$ cat src/rtl/hazard_controller.sv
// hazard_controller
//   Stall, flush and forwarding control for the F/D/E/M/W pipeline of the
//   cached RV32I core. It covers EX-stage forwarding select, load-use stall,
//   taken branch/jump flush, and a data-cache miss freeze controller. The
//   freeze controller has a miss timeout and a saturating stall-cycle counter.
//
// Ports
//   clk, rst_n                 rising-edge clock, async active-low reset
//   Rs1D, Rs2D                 decode-stage source registers
//   Rs1E, Rs2E, RdE            execute-stage sources / destination
//   RdM, RdW                   memory / writeback destinations
//   RegWriteM, RegWriteW       register-write enables
//   ResultSrcE                 2'b01 marks a load in E
//   PCSrcE                     taken branch/jump resolved in E
//   MemAccessM, CacheMissM     M-stage access and its cache-miss flag
//   CacheReadyM                refill-complete pulse
//   ForwardAE, ForwardBE       00 = RD1E/RD2E, 10 = ALUResultM, 01 = ResultW
//   StallF/D/E/M               hold stage register
//   FlushD/E/W                 clear stage register (FlushE drives E CLR)
//   MissTimeout                sticky miss-timeout error
//   StallCycles                saturating count of stalled cycles
module hazard_controller #(
  parameter int REGISTER_ADDRESS_WIDTH = 5,
  parameter int MISS_TIMEOUT           = 64,
  parameter int PERF_WIDTH             = 32
) (
  input  logic                              clk,
  input  logic                              rst_n,
  input  logic [REGISTER_ADDRESS_WIDTH-1:0] Rs1D,
  input  logic [REGISTER_ADDRESS_WIDTH-1:0] Rs2D,
  input  logic [REGISTER_ADDRESS_WIDTH-1:0] Rs1E,
  input  logic [REGISTER_ADDRESS_WIDTH-1:0] Rs2E,
  input  logic [REGISTER_ADDRESS_WIDTH-1:0] RdE,
  input  logic [REGISTER_ADDRESS_WIDTH-1:0] RdM,
  input  logic [REGISTER_ADDRESS_WIDTH-1:0] RdW,
  input  logic                              RegWriteM,
  input  logic                              RegWriteW,
  input  logic [1:0]                        ResultSrcE,
  input  logic                              PCSrcE,
  input  logic                              MemAccessM,
  input  logic                              CacheMissM,
  input  logic                              CacheReadyM,
  output logic [1:0]                        ForwardAE,
  output logic [1:0]                        ForwardBE,
  output logic                              StallF,
  output logic                              StallD,
  output logic                              StallE,
  output logic                              StallM,
  output logic                              FlushD,
  output logic                              FlushE,
  output logic                              FlushW,
  output logic                              MissTimeout,
  output logic [PERF_WIDTH-1:0]             StallCycles
);

  localparam bit TIMEOUT_EN = (MISS_TIMEOUT != 0);
  localparam int CW = TIMEOUT_EN ? $clog2(MISS_TIMEOUT + 1) : 1;
  localparam logic [CW-1:0] LAST_CNT = TIMEOUT_EN ? CW'(MISS_TIMEOUT - 1) : '0;

  typedef enum logic [1:0] {RUN, MISS, RESUME} state_t;

  state_t        state;
  logic [CW-1:0] miss_cnt;
  logic          lw_stall;
  logic          freeze;

  function automatic logic [1:0] fwd_sel(input logic [REGISTER_ADDRESS_WIDTH-1:0] rs);
    if (RegWriteM && (RdM != '0) && (RdM == rs))      return 2'b10;
    else if (RegWriteW && (RdW != '0) && (RdW == rs)) return 2'b01;
    else                                              return 2'b00;
  endfunction

  // Outputs are combinational, so they are gated with rst_n to read as
  // all-zero for the whole time reset is held, not just after the first edge.
  always_comb begin
    lw_stall = rst_n && (ResultSrcE == 2'b01) && (RdE != '0) &&
               ((RdE == Rs1D) || (RdE == Rs2D));
    freeze   = rst_n && (((state == RUN) && MemAccessM && CacheMissM) ||
                         (state == MISS) || (state == RESUME));

    ForwardAE = rst_n ? fwd_sel(Rs1E) : 2'b00;
    ForwardBE = rst_n ? fwd_sel(Rs2E) : 2'b00;

    // Freeze holds every stage and bubbles W; the load-use/branch decision
    // is simply deferred because E is held and will be re-evaluated.
    StallF = freeze | lw_stall;
    StallD = freeze | lw_stall;
    StallE = freeze;
    StallM = freeze;
    FlushW = freeze;
    FlushD = rst_n && !freeze && PCSrcE;
    FlushE = rst_n && !freeze && (lw_stall || PCSrcE);
  end

  always_ff @(posedge clk or negedge rst_n) begin
    if (!rst_n) begin
      state       <= RUN;
      miss_cnt    <= '0;
      MissTimeout <= 1'b0;
      StallCycles <= '0;
    end else begin
      if ((freeze || lw_stall) && (StallCycles != '1))
        StallCycles <= StallCycles + 1'b1;

      unique case (state)
        RUN: begin
          if (MemAccessM && CacheMissM) begin
            state    <= MISS;
            miss_cnt <= '0;
          end
        end
        MISS: begin
          // With the timeout disabled the counter just wraps harmlessly.
          miss_cnt <= miss_cnt + 1'b1;
          if (CacheReadyM) begin
            state <= RESUME;
          end else if (TIMEOUT_EN && (miss_cnt == LAST_CNT)) begin
            state       <= RUN;
            MissTimeout <= 1'b1;
          end
        end
        RESUME:  state <= RUN;
        default: state <= RUN;
      endcase
    end
  end

endmodule

$ cat config.mk
export PLATFORM = sky130hd
export DESIGN_NAME = hazard_controller
export DESIGN_NICKNAME = d
export VERILOG_FILES = /design/src/rtl/hazard_controller.sv
export SDC_FILE = /design/constraint.sdc
export NUM_CORES = 1
export LEC_CHECK = 0
export CAP_MARGIN = 25
export CORE_MARGIN = 2
export CORE_UTILIZATION = 25
export CTS_CLUSTER_SIZE = 40
export DETAILED_ROUTE_END_ITERATION = 8
export GPL_TIMING_DRIVEN = 0
export PLACE_DENSITY_LB_ADDON = 0.25
export SLEW_MARGIN = 20
export SYNTH_ARGS = -nofsm -noshare
export SYNTH_HDL_FRONTEND = slang
export SYNTH_SLANG_ARGS = --single-unit
$ cat constraint.sdc
create_clock -name clk -period 3.25 [get_ports clk]
set_clock_uncertainty 0.2 [all_clocks]
set_input_delay 0.65 -clock clk [delete_from_list [all_inputs] [get_ports clk]]
set_output_delay 0.65 -clock clk [all_outputs]
set_load 0.02 [all_outputs]
======== Word-level counts from Yosys, hierarchy flattened ========
Index checks and enable logic that the tools add are counted.
operators by class
  add/subtract/negate cells ............... 2
  equal/unequal tests ..................... 13
  mux-type cells .......................... 12
  bitwise logic cells ..................... 2
  reductions and logical operators ........ 31
operators by type and width
  cell                                                    count
  adder 32 x 1 -> 32 bit (second input constant)          1
  inequality test 32 bit (second input constant)          1
  == test 5 bit                                           6
  logical AND 1 bit                                       17
  nonzero test 5 bit                                      3
  2-to-1 mux 2 bit                                        7
  case mux 7 bit (2 select lines)                         1
  adder 7 x 1 -> 7 bit (second input constant)            1
  == test 7 x 6 -> 1 bit (second input constant)          1
  2-to-1 mux 7 bit                                        1
  logical OR 1 bit                                        5
  == test 2 x 1 -> 1 bit (second input constant)          2
  case mux 2 bit (2 select lines)                         1
  AND reduction 2 bit                                     2
  inequality test 3 x 2 -> 1 bit (second input constant)  1
  AND reduction 3 bit                                     1
  == test 2 bit (second input constant)                   1
  zero test 2 bit                                         1
  2-to-1 mux 1 bit                                        2
  inequality test 2 x 1 -> 1 bit (second input constant)  1
  nonzero test 2 bit                                      1
  zero test 1 bit                                         1
  inverter 1 bit                                          1
  bitwise OR 1 bit                                        1
word-level totals
  flip-flop bits (word level) ............. 42
  input bits .............................. 45
  output and inout port bits .............. 44
  word-level logic and storage cells ...... 64

======== Logic depth before layout (Yosys ltp) ========
  depth in word-level cells ............... 9
  gate-level depth with buffers ........... 8

======== Worst setup path before layout ========
No wires, ideal clock.
  kind .................................... input-to-output
  start ................................... input RdM[1]
  end ..................................... output ForwardAE[0]
  arrival time ............................ 2.167 ns
  data required time ...................... 2.400 ns
  path slack .............................. 0.233 ns
  stages on the path ...................... 4
  cell sequence ........................... or4_1 > o21ai_0 > nor4_1 > nor4_1
on the way
  longest elaborated chain between the ends .. 5
  elaborated cells on any way between the ends .. 6
  classes of those cells .................. 1 x eq/ne; 2 x mux; 3 x reduce/logical
ends and longest elaborated chain
  item                   RTL line  source
  from (decl)            34        input logic [REGISTER_ADDRESS_WIDTH-1:0] RdM,
  nonzero test 5 bit     68        if (RegWriteM && (RdM != '0) && (RdM == rs)) return 2'b10;
  logical AND 1 bit      68
  logical AND 1 bit (*)  68
  2-to-1 mux 2 bit (*)   68
  2-to-1 mux 2 bit (*)   81        ForwardAE = rst_n ? fwd_sel(Rs1E) : 2'b00;
  to (decl)              43        output logic [1:0] ForwardAE,
Every way passes the cells marked *; elsewhere a longest branch is shown, timed or not.

======== Worst setup path in the final report ========
  start ................................... input RdM[3]
  end ..................................... output ForwardBE[0]
on the way
  longest elaborated chain between the ends .. 5
  elaborated cells on any way between the ends .. 6
  classes of those cells .................. 1 x eq/ne; 2 x mux; 3 x reduce/logical
ends and longest elaborated chain
  item                   RTL line  source
  nonzero test 5 bit     68
  logical AND 1 bit      68
  logical AND 1 bit (*)  68
  2-to-1 mux 2 bit (*)   68
  2-to-1 mux 2 bit (*)   82        ForwardBE = rst_n ? fwd_sel(Rs2E) : 2'b00;
  to (decl)              44        output logic [1:0] ForwardBE,
Marks and branches as above.

==> impl_metrics.json <==
{
  "drt-total-wl_mm": 6.821,
  "synth_nets": 311,
  "crit_type": "primary input to primary output",
  "synth.distinct_cells": 37,
  "finalPower_mw": 1.537,
  "synth_common_cells": "xor2_1 (43), dfrtp_1 (42), xnor2_1 (21)",
  "grt_overflow": 0,
  "clkLatencyLatePin_ps": 300,
  "cts_buffer_depth": 2,
  "tightest_slew_ps": 616.5,
  "gp_congestion": 0.7709,
  "crit_path_start": "RdM[3]",
  "synth-edff-count": 0,
  "fin_util_pct": 38.09,
  "antenna_cells": 0,
  "grt_first_pass_wirelength_mm": 11.45,
  "crit_path_max_fanout": 3,
  "route.antenna.remaining_nets": 0,
  "nets": 411,
  "slew_headroom_pct": 58.58,
  "core_um2": 10280,
  "io_buffers": 88,
  "cts_tree": "done",
  "cp-start-kind": "primary input",
  "ctsHoldBuffers": 0,
  "cts_htree_levels": 2,
  "reg2reg_from": "StallCycles[0]",
  "fp-row-count": 37,
  "synthArstFlopShare_pct": 100.0,
  "grt_antenna_before_repair": 0,
  "initial_core_util_pct": 25.68,
  "max_freq_mhz": 316.6,
  "first_global_vias": 2398,
  "leakage_nw": 1.707,
  "timing.final.max_slew_violations": 0,
  "yosysTopAreaCell": "dfrtp_1",
  "drtPass1Iterations": 4,
  "yosysSeqAreaShare_pct": 39.83,
  "drt_iter0_drc": 52,
  "irDropWorstVdd_mv": 0.1842,
  "cts-root-buf": "clkbuf_8",
  "tns_ps": 0,
  "via_per_inst": 4.519,
  "grtUsageTotal_pct": 12.33,
  "hp-class": "primary input to asynchronous set/reset pin",
  "rsz0062_at_grt": "no",
  "die_area_um2": 11390,
  "min_period_over_period_pct": 97.18,
  "syn_area_per_cell_um2": 9.995,
  "routedWlPerCell_um": 13.61,
  "min_period_ps": 3158,
  "synth_area_leaders": "dfrtp_1 (40%), xor2_1 (14%), xnor2_1 (7.0%)",
  "setup_viol": 0,
  "yosys.area.top_type_share_pct": 39.83,
  "cts_sinks": 42,
  "cp.required_ps": 2400,
  "drive_gt1_share_pct": 16.16,
  "synth_seq_cells": 42,
  "p_per_area_nw_per_um2": 392.5,
  "grt_max_degree": 28,
  "cts_buffers": 5,
  "ios": 89,
  "worstPathArrival_ps": 2310,
  "die_h_um": 106.7,
  "route.detailed.drc": 0,
  "ys.flop_type": "dfrtp_1",
  "die_w_um": 106.7,
  "syn_inst": 264,
  "clkSlewWorstSetupHoldPaths_ps": 90,
  "yosys_warnings": 0,
  "vias": 2264,
  "syn_area_um2": 2639,
  "cp-end-kind": "primary output",
  "hpwl_mm": 5.323,
  "syn2layout_area_growth_pct": 48.36,
  "status": "finished, final reports clean",
  "synthMostInstantiatedCell": "xor2_1",
  "hold_viol": 0,
  "maxCapViolations": 0
}
-- final timing paths --
kind | to | slack, ps | cells after the start
setup reg to reg | StallCycles[30] | 870 | 8
setup / recovery | ForwardBE[0] | 90 | 6
max in group asynchronous | StallCycles[11] | 2320 | 2
hold reg to reg | MissTimeout | 270 | 1
min in group clk | MissTimeout | 270 | 1
hold / removal | StallCycles[27] | 60 | 1
-- placed cells by master, fill, tap and decap left out, types with 2 or more instances in the layout --
cell             count
xor2_1              43
or4_1                3
or2_2                3
clkbuf_8             5
xnor2_1             21
clkdlybuf4s50_1     69
nor3_1               9
a21o_1               2
nand2_1             19
and2_1               5
a211oi_2             2
nor4_4               4
or3_1                2
a21oi_1              4
dlygate4sd2_1        8
inv_1               10
buf_2                2
dlymetal6s2s_1       5
a211o_1              2
nand4_1              9
clkbuf_2             2
nor3_2               5
dfrtp_1             42
and4_1               2
nand3_1             17
buf_4               11
ha_1                 2
and3_1               4
o21ai_2              2
nor4_1               3
nor4_2               9
nor2_1              18
o21ai_0              4
-- cells by family after synthesis --
logic type,count (synthesis),synth area share [%]
compound gates,22,6.780
fa+ha+maj,2,0.9482
buf+inv,17,3.177
xor+xnor,64,21.24
simple gates,116,27.60
mux,1,0.4267
flops,42,39.83
-- cell type report --
type | count | area (um2)
plain buffers | 6 | 42.54
multi-input cells | 205 | 1583
clock inverters | 3 | 43.79
repair buffers | 93 | 910.9
well taps | 136 | 170.2
flip-flops and latches | 42 | 1051
clock buffers | 5 | 68.82
fillers | 1061 | 6362
inverters | 11 | 45.04
-- report_power, final --
part	switching, mW	internal [mW]	total [mW]
Clock	0.194	0.230	0.424
Sequential	0.0813	0.579	0.660
Combinational	0.226	0.227	0.452
Total	0.501	1.04	1.54
-- flip-flops by register name, summed over array words and instances, names as in the netlist --
register / cells
miss_cnt: 7
StallCycles: 32
MissTimeout: 1
state: 2
-- per-stage QoR --
stage               hold WS [ps]  area [um2]  setup WS, ps  instances
detailed placement         251.3        3705        -642.4        489
global route               79.24        3915         17.16        501
floorplan                  154.4        2639         232.6        264
global placement           246.3        3690         -2131        488
CTS                        130.7        3857         1.472        500
finish                     61.62        3915         91.78        501
-- critical path: stages --
cell and delay, ps:
clkdlybuf4s50_1 460, or4_1 500, o21ai_2 240, nor4_2 90, nor4_2 160, buf_2 210
-- what timing repair did --
action	CTS	global route
cloned	0	0
buffers inserted	3	1
endpoints found under the setup margin	10	8
resized for setup	31	17
pin swaps	5	5
-- per-layer routing --
| layer | GRT usage (%) | vias up | routed length (um) |
|---|---|---|---|
| met2 | 20.47 | 52 | 3251 |
| met5 | 0 | - | 0 |
| met4 | 4.267 | 0 | 89 |
| met3 | 2.310 | 6 | 344 |
| met1 | 16.05 | 1080 | 3135 |
| li1 | - | 1126 | - |
(Power assumes the default switching activity.)
